**src/rtl/frame_update_ctrl.sv**
```systemverilog
// Once-per-frame scheduler: runs SUBSTEPS rope physics steps after each vsync,
// then commits a tear-free copy of the ball position to the renderer.
module frame_update_ctrl #(
    parameter int SUBSTEPS = 4,
    parameter int TIMEOUT  = 1023
) (
    input  logic       clk,
    input  logic       reset,
    input  logic       vsync_start,
    input  logic       enable,
    input  logic       clear_err,
    input  logic       step_ack,
    input  logic [9:0] ball_x_in,
    input  logic [9:0] ball_y_in,
    output logic       step_req,
    output logic [9:0] ball_x_out,
    output logic [9:0] ball_y_out,
    output logic       commit,
    output logic       busy,
    output logic       overrun,
    output logic       timeout,
    output logic [15:0] frame_count
);

    typedef enum logic [1:0] {IDLE, REQ, GAP, COMMIT} state_t;

    localparam logic [3:0] STEP_LAST = 4'(SUBSTEPS);
    localparam logic [9:0] WAIT_LAST = 10'(TIMEOUT);

    state_t     state, state_nxt;
    logic [3:0] step_cnt;
    logic [9:0] wait_cnt;
    logic       start;
    logic       step_done;
    logic       wait_expired;

    assign start        = (state == IDLE) && vsync_start && enable;
    assign step_done    = ((step_cnt + 4'd1) == STEP_LAST);
    assign wait_expired = (state == REQ) && !step_ack && ((wait_cnt + 10'd1) == WAIT_LAST);

    always_ff @(posedge clk or negedge reset) begin
        if (!reset) begin
            state <= IDLE;
        end else begin
            state <= state_nxt;
        end
    end

    always_comb begin
        state_nxt = state;
        case (state)
            IDLE:    if (start) state_nxt = REQ;
            REQ: begin
                if (step_ack) begin
                    state_nxt = step_done ? COMMIT : GAP;
                end else if (wait_expired) begin
                    state_nxt = IDLE;
                end
            end
            GAP:     state_nxt = REQ;
            COMMIT:  state_nxt = IDLE;
            default: state_nxt = IDLE;
        endcase
    end

    always_comb begin
        step_req = (state == REQ);
        busy     = (state != IDLE);
    end

    always_ff @(posedge clk or negedge reset) begin
        if (!reset) begin
            step_cnt <= 4'd0;
            wait_cnt <= 10'd0;
        end else begin
            case (state)
                IDLE: begin
                    if (start) begin
                        step_cnt <= 4'd0;
                        wait_cnt <= 10'd0;
                    end
                end
                REQ: begin
                    if (step_ack) begin
                        step_cnt <= step_cnt + 4'd1;
                    end else begin
                        wait_cnt <= wait_cnt + 10'd1;
                    end
                end
                GAP:     wait_cnt <= 10'd0;
                default: ;
            endcase
        end
    end

    // Commit stage: the renderer-facing copy only moves here, so it never tears mid-frame
    always_ff @(posedge clk or negedge reset) begin
        if (!reset) begin
            commit      <= 1'b0;
            ball_x_out  <= 10'd0;
            ball_y_out  <= 10'd0;
            frame_count <= 16'd0;
        end else begin
            commit <= (state == COMMIT);
            if (state == COMMIT) begin
                ball_x_out  <= ball_x_in;
                ball_y_out  <= ball_y_in;
                frame_count <= frame_count + 16'd1;
            end
        end
    end

    // Sticky error flags; a set event in the same cycle as clear_err wins
    always_ff @(posedge clk or negedge reset) begin
        if (!reset) begin
            overrun <= 1'b0;
            timeout <= 1'b0;
        end else begin
            overrun <= (vsync_start && (state != IDLE)) || (overrun && !clear_err);
            timeout <= wait_expired || (timeout && !clear_err);
        end
    end

endmodule

```
**config.mk**
```make
export PLATFORM = sky130hd
export DESIGN_NAME = frame_update_ctrl
export DESIGN_NICKNAME = d
export VERILOG_FILES = /design/src/rtl/frame_update_ctrl.sv
export SDC_FILE = /design/constraint.sdc
export NUM_CORES = 1
export LEC_CHECK = 0
export CORE_UTILIZATION = 43
export DETAILED_ROUTE_END_ITERATION = 8
export GPL_TIMING_DRIVEN = 0
export HOLD_SLACK_MARGIN = 0.03
export PLACE_DENSITY = 0.83
export REMOVE_ABC_BUFFERS = 1
export SLEW_MARGIN = 20
export SYNTH_ARGS = -nofsm -noshare
export SYNTH_HDL_FRONTEND = slang
export SYNTH_SLANG_ARGS = --single-unit
```
**constraint.sdc**
```tcl
create_clock -name clk -period 1.4 [get_ports clk]
set_input_delay 0.14 -clock clk [delete_from_list [all_inputs] [get_ports clk]]
set_output_delay 0.14 -clock clk [all_outputs]
set_load 0.1 [all_outputs]
```
# ---- Word level (Yosys, flattened, before mapping)
# Index checks and enable logic that the tools add are counted.
# Widths: inputs -> output; s select.
dict set report totals {
  reg_bits 55
  out_inout_bits 41
  elab_cells 50
}
dict set report op_classes {
  n_addsub 3
  eq_ne 9
  n_mux 11
  reduce_logical 18
}
# cell count
set op_table {}
lappend op_table {{$pmux 10 s3} 1}
lappend op_table {{$mux 10} 2}
lappend op_table {{$add 16x1->16 const B} 1}
lappend op_table {{$add 10x1->10 const B} 1}
lappend op_table {{$eq 10x10->1 const B} 1}
lappend op_table {{$mux 4} 2}
lappend op_table {{$pmux 2 s4} 1}
lappend op_table {{$pmux 4 s2} 1}
lappend op_table {{$logic_and 1x1->1} 7}
lappend op_table {{$mux 2} 3}
lappend op_table {{$ne 2x2->1 const B} 3}
lappend op_table {{$reduce_and 3->1} 2}
lappend op_table {{$add 4x1->4 const B} 1}
lappend op_table {{$eq 2x2->1 const B} 2}
lappend op_table {{$eq 4x3->1 const B} 1}
lappend op_table {{$reduce_bool 2->1} 2}
lappend op_table {{$ne 3x2->1 const B} 1}
lappend op_table {{$reduce_bool 3->1} 1}
lappend op_table {{$eq 2x1->1 const B} 1}
lappend op_table {{$logic_not 1->1} 2}
lappend op_table {{$logic_not 2->1} 1}
lappend op_table {{$logic_or 1x1->1} 2}
lappend op_table {{$reduce_and 2->1} 1}
lappend op_table {{$mux 1} 1}

# ---- Longest topological paths before layout
# Gate-level depths: netlist (run 1).
dict set report logic_depth {
  word_depth 6
  mapped_depth 7
}

# ---- Worst setup path after synthesis (run 1)
# Ideal clock, no wire load.
dict set report synth_path {
  path_kind {register to register}
  startpoint {register state[0]}
  endpoint {register step_cnt[2]}
  arrival_time_ns 2.533
  t_required_ns 1.335
  slack_ns -1.199
  stages_incl_launch_ff 6
  path_buffers 1
  path_cell_list {dfrtp_1 > buf_2 > nor2b_1 > nand2_1 > o21ai_0 > a22o_1}
}
dict set report synth_via {
  elab_cells_between_ends 9
  classes_between {3 x eq/ne; 1 x mux; 5 x reduce/logical}
}
# item line_no
set synth_lines {}
lappend synth_lines {{start, declared} 30} ;# state_t state, state_nxt;
lappend synth_lines {{start signal, assigned} 45} ;# state <= state_nxt;
lappend synth_lines {{$eq 2x1->1 *} n/a}
lappend synth_lines {{via step_req} 15} ;# output logic step_req,
lappend synth_lines {{$ne 2x2->1 (no line) / $reduce_bool 2->1 (equally long branches)} n/a}
lappend synth_lines {{$reduce_and 3->1 (no line)} n/a}
lappend synth_lines {{end signal, assigned} 85} ;# step_cnt <= step_cnt + 4'd1;
lappend synth_lines {{end, declared} 31} ;# logic [3:0] step_cnt;
# Mark *: on every way through the listed nets, which the timed path passes. The rest lies on a longest branch.
# A chain may end at the register's enable or synchronous reset.

# ---- Final worst setup path (run 1)
dict set report layout_path {
  startpoint {register state[0]}
  endpoint {output port busy}
}
dict set report layout_via {
  elab_chain_len 1
}
# item line_no
set layout_lines {}
lappend layout_lines {{$reduce_bool 2->1} 68} ;# busy = (state != IDLE);
lappend layout_lines {{end, declared} 19} ;# output logic busy,
# No other way between the ends.

==> impl_metrics.env, run 1 <==
export IMPL_cp_endpoint="busy"
export IMPL_drc_errors=0
export IMPL_clockBufferDepth=2
export IMPL_nFillCells=401
export IMPL_critPathArrivalTime_ns=1.40
export IMPL_final_nets=326
export IMPL_root_buffer="clkbuf_8"
export IMPL_synthAdderAreaFrac=0.02053
export IMPL_clock_sinks=55
export IMPL_yosysMostFrequentCell="dfrtp_1"
export IMPL_gp_congestion=0.7179
export IMPL_finClkSkew_ns=0.009863
export IMPL_dpl_cell_area_um2=3144
export IMPL_cp_required_ns=1.26
export IMPL_start_util=0.4454
export IMPL_worstSetupStartpointType="register"
export IMPL_worstSetupStartpoint="state[0]"
export IMPL_seqCellArea_um2=1381
export IMPL_wl_um=6124
export IMPL_switchingPower_mw=4.656
export IMPL_rows=27
export IMPL_seq_power_share=0.272
export IMPL_yosys_top_cells_area="dfrtp_1 (56%), mux2_2 (9.7%), xnor2_1 (4.3%)"
export IMPL_syn_avg_cell_area_um2=12.01
export IMPL_cap_violations=0
export IMPL_viasPerCell=5.398
export IMPL_r2r_cells=5
export IMPL_grt_usage=0.1869
export IMPL_antennaDiodeCount=0
export IMPL_final_util=0.6701
export IMPL_finalMaxSlewViolations=0
export IMPL_violations="negative setup slack"
export IMPL_ioPinCount=67
export IMPL_vias=1992
export IMPL_p_clk_frac=0.109
export IMPL_synth_top_family_by_area="simple AND/OR/NAND/NOR gates"
export IMPL_muxShareOfSynthArea=0.1011
export IMPL_yosys_warnings=0
export IMPL_area_delta_synth_final_pct=50.46
export IMPL_status="complete, but fails checks"
export IMPL_post_route_cell_area_um2=3667
export IMPL_synth_edff_count=0
export IMPL_finalWorstSetupSlack_ns=-0.1370
export IMPL_setup_violations=43
export IMPL_grt_pass1_wl_um=8790
export IMPL_synth_compound_area_share=0.08522
export IMPL_fin_crit_sh=1.098
export IMPL_fin_hold_ws_ns=0.4075
export IMPL_ys_seq_area_frac=0.5647
export IMPL_clkTransAtPathRegs_ns=0.10
export IMPL_hp_class="in -> async"
export IMPL_synthXorXnorAreaFrac=0.06468
export IMPL_path_class="reg -> out"
export IMPL_cts_made_buffers=5
export IMPL_dieArea_um2=5973
export IMPL_gr_total_overflow=0
export IMPL_clk_latency_ns=0.31
export IMPL_synth_common_cells="dfrtp_1 (55), mux2_2 (21), o21ai_0 (15)"
export IMPL_design_core_area_um2=5473
export IMPL_io_buffers=66
export IMPL_synth_top_area_share=0.5647
export IMPL_worst_slew_pin_slew_ns=0.6855
export IMPL_final_min_clock_period_ns=1.537
export IMPL_syn_area_um2=2437
export IMPL_multi_input_area_um2=1205
export IMPL_first_iter_violations=77
export IMPL_hold_violations=0
export IMPL_critPathCaptureType="output port"
export IMPL_p_sw_frac=0.5356
export IMPL_grt_max_degree=56
export IMPL_ir_drop_mv=1.875
export IMPL_antenna_left=0
export IMPL_power_per_cell_area_nw_per_um2=2371
export IMPL_grt_antenna_before_repair=0
export IMPL_reg2reg_slack_ns=-0.13
export IMPL_h_tree_depth=2
export IMPL_rr_endpoint="wait_cnt[8]"
export IMPL_synth_simple_area_share=0.1345
export IMPL_ys_types=41
export IMPL_p_int_mw=4.037
export IMPL_async_reset_ff_frac=1.000
export IMPL_synth_ff_type="dfrtp_1"
export IMPL_grt_pass1_vias=1981
export IMPL_cts_tree="done"
export IMPL_power_frac_comb=0.619
export IMPL_drive_above_1_share=0.4714
export IMPL_drt_pass1_iterations=6
export IMPL_p_leak_nw=1.631
export IMPL_dp_hpwl_um=3295
export IMPL_relSlewSlack=0.5430
export IMPL_max_freq_mhz=650.6
export IMPL_drt_wirelength_per_cell_um=16.60
export IMPL_rsz0062_at_grt="true"
export IMPL_crit_fanout=8
export IMPL_ys_ff_latch=55
export IMPL_die_w_um=77.29
export IMPL_die_h_um=77.29
export IMPL_reg2reg_from="wait_cnt[0]"
export IMPL_netlist_instances=203
export IMPL_synth_area_leader_cell="dfrtp_1"
-- power groups by stage --
stage	registers, mW	clock network, mW	logic (mW)
after detailed placement	2.40	0	4.66
after global routing	2.42	1.02	5.54
after CTS	2.33	0.971	5.00
after global placement	2.37	0	4.62
after floorplan	4.97	0	0.955
final	2.36	0.948	5.38
-- worst min path at each step --
stage / start / end / slack (ns) / cells after the start
final: reset / state[0] / 0.41 / 2
after global routing: clear_err / timeout / 0.43 / 2
after CTS: clear_err / timeout / 0.41 / 2
after detailed placement: reset / ball_y_out[8] / 0.23 / 1
after global placement: frame_count[15] / frame_count[15] / 0.46 / 1
after floorplan: reset / ball_x_out[0] / -0.16 / 0
-- flip-flops by register name (all words and copies together), names as in the netlist --
signal	count
frame_count	16
ball_x_out	10
ball_y_out	10
wait_cnt	10
step_cnt	4
state	2
commit	1
overrun	1
timeout	1
-- placed cells by master (no fill, tap or decap), drive strengths merged, types with 2 or more instances in the layout --
cell type | Yosys | layout
clkdlybuf4s50 | 0 | 24
a22o | 2 | 2
clkdlybuf4s18 | 0 | 8
and3 | 3 | 3
clkbuf | 1 | 12
xor2 | 6 | 6
mux2 | 21 | 21
o21a | 1 | 2
nor2 | 9 | 9
nor3b | 2 | 2
a21oi | 4 | 4
nor2b | 2 | 2
buf | 6 | 42
and4 | 2 | 2
o21ai | 15 | 15
nand2 | 10 | 10
o31ai | 3 | 3
xnor2 | 12 | 12
nand3 | 13 | 13
and2 | 3 | 3
ha | 4 | 4
or2 | 2 | 2
dfrtp | 55 | 55
inv | 8 | 8
nand2b | 2 | 2
clkdlybuf4s15 | 0 | 13
nand4 | 4 | 4
-- metrics by stage --
step | worst slack, ns | TNS (ns) | cells | power [mW]
detailed placement | -0.6508 | -28.33 | 334 | 7.064
global placement | -1.510 | -109.80 | 334 | 6.989
floorplan | -1.178 | -19.49 | 196 | 5.928
finish | -0.1370 | -2.095 | 369 | 8.694
global route | -0.1654 | -3.976 | 369 | 8.981
CTS | -0.09966 | -0.5259 | 363 | 8.301
-- logic make-up (layout without fill, tap and decap cells) --
family                   Yosys count  count (layout)
buffers and inverters             15             108
XOR/XNOR                          18              18
AO/OA/AOI/OAI                     33              34
AND/OR/NAND/NOR                   56              56
flip-flops                        55              55
multiplexers                      22              22
adder cells (fa/ha/maj)            4               4
-- area by class of cell --
type / count / area share
inverters: 8 / 0.008188
clock buffers: 8 / 0.02729
repair buffers: 92 / 0.2347
well taps: 72 / 0.02456
flip-flops and latches: 55 / 0.3767
multi-input cells: 134 / 0.3286
-- worst max-delay path, stage by stage (launching register included) --
cell	delay (ns)
dfrtp_2	0.48
buf_4	0.17
or2_4	0.27
buf_12	0.17
-- routing by layer --
metal | wire (µm) | vias to the layer above | global-route usage
li1 | - | 901 | -
met5 | 0 | - | 0
met3 | 308 | 21 | 0.04286
met2 | 3122 | 77 | 0.2982
met1 | 2431 | 993 | 0.2295
met4 | 261 | 0 | 0.1132
-- repair_timing --
| item | 4_1_cts | 5_1_grt |
|---|---|---|
| resized for setup | 197 | 60 |
| cloned | 0 | 2 |
| endpoints found under the hold margin | 55 | 0 |
| hold buffers | 1 | 0 |
| endpoints found under the setup margin | 87 | 63 |
| setup buffers | 20 | 4 |
| pin swaps | 6 | 11 |
Note: power is estimated with default switching activity, not from simulation.
==> inputs of run 2 (changes only) <==
- TNS_END_PERCENT: default -> 5
==> run 2 against run 1 <==
Compared with the run above: first-iteration DRC count rose by 6.5%; register-to-register slack improved by 0.03 ns; cell count fell by 4.3%; via count fell by 9.0%; the run still ends with negative setup slack left; critical path type unchanged; highest routed layer unchanged; core utilization fell by 5.3 points; flip-flop and latch count did not move; clock skew fell by 0.0024 ns; cell area fell by 7.8%; global-route usage fell by 1.4 points; critical path depth did not move; non-clock buffer count fell by 15.
==> impl_metrics.env, run 2 (same netlist as run 1, synthesis figures left out) <==
export IMPL_clockBufferDepth=2
export IMPL_critPathCaptureType="output port"
export IMPL_wl_um=5074
export IMPL_cts_made_buffers=5
export IMPL_crit_fanout=7
export IMPL_critical_path_top_delay_family="flip-flops"
export IMPL_design_core_area_um2=5473
export IMPL_violations="negative setup slack"
export IMPL_status="complete, but fails checks"
export IMPL_dieArea_um2=5973
export IMPL_grtUsageMet2=0.2735
export IMPL_die_h_um=77.29
export IMPL_drt_wirelength_per_cell_um=14.37
export IMPL_grt_usage=0.1727
export IMPL_viasPerCell=5.133
export IMPL_grtUsageMet3=0.04048
export IMPL_critPathArrivalTime_ns=1.39
export IMPL_setup_tns_ns=-0.7406
export IMPL_top_usage_layer="met2"
export IMPL_clk_latency_ns=0.31
export IMPL_cts_tree="done"
export IMPL_path_class="reg -> out"
export IMPL_largest_register_ffs=16
export IMPL_h_tree_depth=2
export IMPL_clkTransAtPathRegs_ns=0.09
export IMPL_fin_crit_sh=1.091
export IMPL_drc_errors=0
export IMPL_cp_slowest_stage_delay_ns=0.47
export IMPL_cap_violations=0
export IMPL_antenna_left=0
export IMPL_die_w_um=77.29
export IMPL_start_util=0.4454
export IMPL_first_iter_violations=82
export IMPL_cp_num_buf_inv=2
export IMPL_clock_sinks=55
export IMPL_antennaDiodeCount=0
export IMPL_final_nets=310
export IMPL_max_freq_mhz=654.7
export IMPL_finalWorstSetupSlack_ns=-0.1275
export IMPL_ioPinCount=67
export IMPL_cp_required_ns=1.26
export IMPL_final_cell_mix="dfrtp_1 (49), clkdlybuf4s50_1 (24), mux2_2 (21)"
export IMPL_grt_pass1_vias=1825
export IMPL_worst_path_max_delay_cell="dfrtp_2"
export IMPL_rsz0062_at_grt="true"
export IMPL_worst_slew_pin_slew_ns=0.6841
export IMPL_grt_pass1_wl_um=8114
export IMPL_drive_above_1_share=0.3915
export IMPL_dp_hpwl_um=3295
export IMPL_final_util=0.6175
export IMPL_gr_total_overflow=0
export IMPL_root_buffer="clkbuf_8"
export IMPL_gp_congestion=0.7179
export IMPL_crit_chain="buf_4, or2_4, buf_12"
export IMPL_relSlewSlack=0.5439
export IMPL_hp_class="in -> async"
export IMPL_grtUsageMet1=0.2167
export IMPL_final_min_clock_period_ns=1.528
export IMPL_setup_violations=15
export IMPL_vias=1812
export IMPL_rows=27
export IMPL_reg2reg_slack_ns=-0.10
export IMPL_nFillCells=450
export IMPL_grt_max_degree=56
export IMPL_finalMaxSlewViolations=0
export IMPL_finClkSkew_ns=0.007478
export IMPL_grt_antenna_before_repair=0
export IMPL_io_buffers=66
export IMPL_drt_pass1_iterations=4
export IMPL_hold_violations=0
export IMPL_largest_register="frame_count"
export IMPL_worstSetupStartpointType="register"
export IMPL_final_common_cell="dfrtp_1"
export IMPL_area_delta_synth_final_pct=38.65
[run 2: cell count changes in the layout (fill, tap and decap cells not counted), sizes merged]
cell,change
clkdlybuf4s15,-2
clkbuf,-2
clkdlybuf4s18,+1
o21a,-1
buf,-12
[run 2: final timing paths]
check                      depth (start not counted)         endpoint             from
max in group asynchronous                          2   frame_count[5]            reset
max                                                3             busy         state[0]
min                                                2         state[0]            reset
min in group clk                                   2          timeout        clear_err
max reg2reg                                        5      wait_cnt[8]         state[0]
min reg2reg                                        1  frame_count[15]  frame_count[15]
[run 2: metrics by stage]
step	instances	setup WS (ns)	hold WS, ns	cell area (µm²)
5_1_grt	353	-0.1794	0.4257	3379
6_report	353	-0.1275	0.4084	3379
3_5_place_dp	334	-0.6508	0.2307	3144
3_3_place_gp	334	-1.510	0.4647	3147
4_1_cts	345	-0.1612	0.4247	3287
2_1_floorplan	196	-1.178	-0.1556	2396
[run 2: repair_timing]
item | in CTS | in global routing
hold buffers | 1 | 0
setup endpoints to repair | 87 | 65
pin swaps | 8 | 7
setup buffers | 2 | 8
endpoints found under the hold margin | 55 | 0
resized for setup | 185 | 42
gates cloned | 0 | 0
[run 2: area by class of cell]
cell class | count | area [µm²] | share of cell area
Multi-Input combinational cell | 133 | 1077 | 0.3188
Timing Repair Buffer | 77 | 698.2 | 0.2066
Clock buffer | 8 | 100.1 | 0.02962
Inverter | 8 | 30.03 | 0.008886
Tap cell | 72 | 90.09 | 0.02666
Sequential cell | 55 | 1384 | 0.4095
[run 2: routing by layer]
metal | up-vias | part of all wire
met4 | 0 | 0.026
met3 | 11 | 0.055
met1 | 879 | 0.44
met5 | - | 0
li1 | 869 | -
met2 | 53 | 0.48
Power of run 2 is not shown: default switching activity piles up to over one toggle a cycle in this logic, so the estimate is an artifact.
==> inputs of run 3 (changes only) <==
- ABC_AREA: default -> 1
- CORE_UTILIZATION: 43 -> 44
==> run 3 against run 2 <==
Compared with the run above: via count grew 34%; synthesized cell count is 54% higher; highest routed layer unchanged; cell count increased by 37%; flip-flop and latch count unchanged; the flow still finishes with violations (negative setup slack); maximum frequency decreased by 2.1%; critical endpoint is now step_req; core utilization up 3.8 points.
==> impl_metrics.env, run 3 <==
export IMPL_seq_power_share=0.283
export IMPL_clk_latency_ns=0.32
export IMPL_grt_usage=0.2115
export IMPL_yosysMostFrequentCell="nand2_1"
export IMPL_rr_endpoint="state[0]"
export IMPL_cp_required_ns=1.26
export IMPL_final_common_cell="nand2_1"
export IMPL_hold_end="ball_y_out[4]"
export IMPL_cp_num_buf_inv=4
export IMPL_synth_area_leader_cell="dfrtp_1"
export IMPL_p_int_mw=3.675
export IMPL_ioPinCount=67
export IMPL_area_delta_synth_final_pct=41.41
export IMPL_p_sw_frac=0.5710
export IMPL_crit_fanout=3
export IMPL_dieArea_um2=6217
export IMPL_rows=27
export IMPL_clockBufferDepth=2
export IMPL_vias=2429
export IMPL_ys_types=24
export IMPL_critPathArrivalTime_ns=1.42
export IMPL_max_freq_mhz=641.1
export IMPL_ys_ff_latch=55
export IMPL_finClkSkew_ns=0.004297
export IMPL_final_cell_count_no_fill=483
export IMPL_dpl_cell_area_um2=3332
export IMPL_grt_pass1_vias=2269
export IMPL_fin_crit_sh=1.114
export IMPL_synth_top_area_share=0.5296
export IMPL_reg2reg_slack_ns=-0.16
export IMPL_p_clk_frac=0.134
export IMPL_viasPerCell=5.029
export IMPL_wl_um=6966
export IMPL_p_leak_nw=1.902
export IMPL_final_min_clock_period_ns=1.560
export IMPL_final_cell_mix="nand2_1 (121), dfrtp_1 (47), inv_1 (33)"
export IMPL_drive_above_1_share=0.2871
export IMPL_finalMaxSlewViolations=0
export IMPL_antennaDiodeCount=0
export IMPL_cts_made_buffers=5
export IMPL_power_per_cell_area_nw_per_um2=2331
export IMPL_rsz0062_at_grt="true"
export IMPL_yosys_warnings=0
export IMPL_worstHoldStart="ball_y_in[4]"
export IMPL_netlist_instances=313
export IMPL_root_buffer="clkbuf_8"
export IMPL_async_reset_ff_frac=1.000
export IMPL_crit_chain="buf_4, inv_1, nand2_1, inv_2, buf_8"
export IMPL_synth_common_cells="nand2_1 (127), dfrtp_1 (55), inv_1 (35)"
export IMPL_gp_congestion=0.8671
export IMPL_relSlewSlack=0.5490
export IMPL_ir_drop_mv=1.823
export IMPL_h_tree_depth=2
export IMPL_clkTransAtPathRegs_ns=0.10
export IMPL_path_class="reg -> out"
export IMPL_dpl_cell_count=447
export IMPL_gr_total_overflow=0
export IMPL_switchingPower_mw=4.890
export IMPL_syn_avg_cell_area_um2=8.303
export IMPL_min_path_cells=3
export IMPL_critPathCaptureType="output port"
export IMPL_critical_path_top_delay_family="buffers and inverters"
export IMPL_worst_slew_pin_slew_ns=0.6766
export IMPL_largest_register="frame_count"
export IMPL_grt_antenna_before_repair=0
export IMPL_r2r_cells=10
export IMPL_final_nets=440
export IMPL_violations="negative setup slack"
export IMPL_dp_hpwl_um=4112
export IMPL_finalWorstSetupSlack_ns=-0.1598
export IMPL_cts_tree="done"
export IMPL_yosys_top_cells_area="dfrtp_1 (53%), nand2_1 (18%), inv_1 (5.1%)"
export IMPL_worstSetupStartpointType="register"
export IMPL_die_h_um=78.85
export IMPL_power_frac_comb=0.583
export IMPL_design_core_area_um2=5608
export IMPL_ys_seq_area_frac=0.5296
export IMPL_reg2reg_from="state[1]"
export IMPL_worstSetupStartpoint="state[1]"
export IMPL_syn_area_um2=2599
export IMPL_die_w_um=78.85
export IMPL_post_route_cell_area_um2=3675
export IMPL_grt_pass1_wl_um=10270
export IMPL_cap_violations=0
export IMPL_hold_violations=0
export IMPL_cp_slowest_stage_delay_ns=0.46
export IMPL_synth_ff_type="dfrtp_1"
export IMPL_nFillCells=465
export IMPL_grt_max_degree=56
export IMPL_drc_errors=0
export IMPL_drt_wirelength_per_cell_um=14.42
export IMPL_setup_violations=21
export IMPL_antenna_left=0
export IMPL_start_util=0.4634
export IMPL_drt_pass1_iterations=5
export IMPL_synth_edff_count=0
export IMPL_worst_path_max_delay_cell="dfrtp_2"
export IMPL_largest_register_ffs=16
export IMPL_io_buffers=66
export IMPL_first_iter_violations=118
export IMPL_clock_sinks=55
export IMPL_hp_class="in -> reg"
export IMPL_status="complete, but fails checks"
run 3: cell types whose count changed after synthesis, sizes merged, moves of 5 or more:
cell and delta:
mux2 -21, xnor2 -8, inv +28, xor2 +5, buf -5, nand2 +121, nor2 +13
run 3: cells by family (layout without fill, tap and decap cells):
group                    after synthesis  after routing  synth area share
AND/OR/NAND/NOR                      179            180            0.2985
adder cells (fa/ha/maj)                4              4           0.01926
XOR/XNOR                              15             15           0.05055
flip-flops                            55             55            0.5296
AO/OA/AOI/OAI                         19             19           0.04092
buffers and inverters                 41            138           0.06114
run 3: timing repair:
action                                  4_1_cts  5_1_grt
endpoints found under the setup margin       58       46
hold endpoints to repair                     55        0
pin swaps                                     3       15
cloned                                        0        2
hold buffers                                  1        0
buffers inserted                              0       25
gates resized for setup                     184       58
run 3: through the flow:
| step | util | hold slack, ns | worst slack [ns] | power, mW | TNS, ns |
|---|---|---|---|---|---|
| finish | 0.6553 | 0.3435 | -0.1598 | 8.565 | -1.688 |
| global route | 0.6553 | 0.3337 | -0.2454 | 8.922 | -3.469 |
| floorplan | - | -0.1556 | -0.6851 | 5.946 | -13.70 |
| detailed placement | 0.5942 | 0.2318 | -0.4827 | 7.138 | -12.48 |
| CTS | 0.6147 | 0.3356 | -0.1626 | 8.203 | -0.6701 |
| global placement | 0.5946 | 0.4616 | -1.437 | 7.033 | -90.93 |
run 3: power by group through the flow:
stage / clock network, mW / registers (mW) / logic [mW]
6_report: 1.14 / 2.42 / 5.00
5_1_grt: 1.23 / 2.48 / 5.21
4_1_cts: 1.15 / 2.40 / 4.65
3_5_place_dp: 0 / 2.38 / 4.76
3_3_place_gp: 0 / 2.36 / 4.67
2_1_floorplan: 0 / 4.90 / 1.05
run 3: cell type report:
| cell class | count | area [µm²] | share of cell area |
|---|---|---|---|
| flip-flops and latches | 55 | 1386 | 0.3773 |
| multi-input cells | 218 | 1182 | 0.3218 |
| repair buffers | 92 | 715.7 | 0.1948 |
| inverters | 37 | 167.7 | 0.04562 |
| well taps | 72 | 90.09 | 0.02451 |
| clock buffers | 6 | 82.58 | 0.02247 |
| clock inverters | 2 | 38.79 | 0.01056 |
| repair inverters | 1 | 11.26 | 0.003064 |
run 3: worst max path at each step:
stage                                 end  slack, ns  cells after the start
after floorplan           frame_count[12]      -0.69                      8
after global placement            overrun      -1.44                      1
after detailed placement         step_req      -0.48                      4
after CTS                 frame_count[12]      -0.16                      9
after global routing             state[0]      -0.25                     10
final                            step_req      -0.16                      5
run 3: tightest hold or removal path, delay by kind of cell:
kind	cells	cell delay [ns]
buf+inv	1	0.39
simple gates	2	0.10
run 3: per-layer routing:
layer  global-route usage  wire length, µm
met5                    0                0
met2               0.3713             3686
met3              0.04253              378
met1               0.2556             2724
met4              0.08000              176
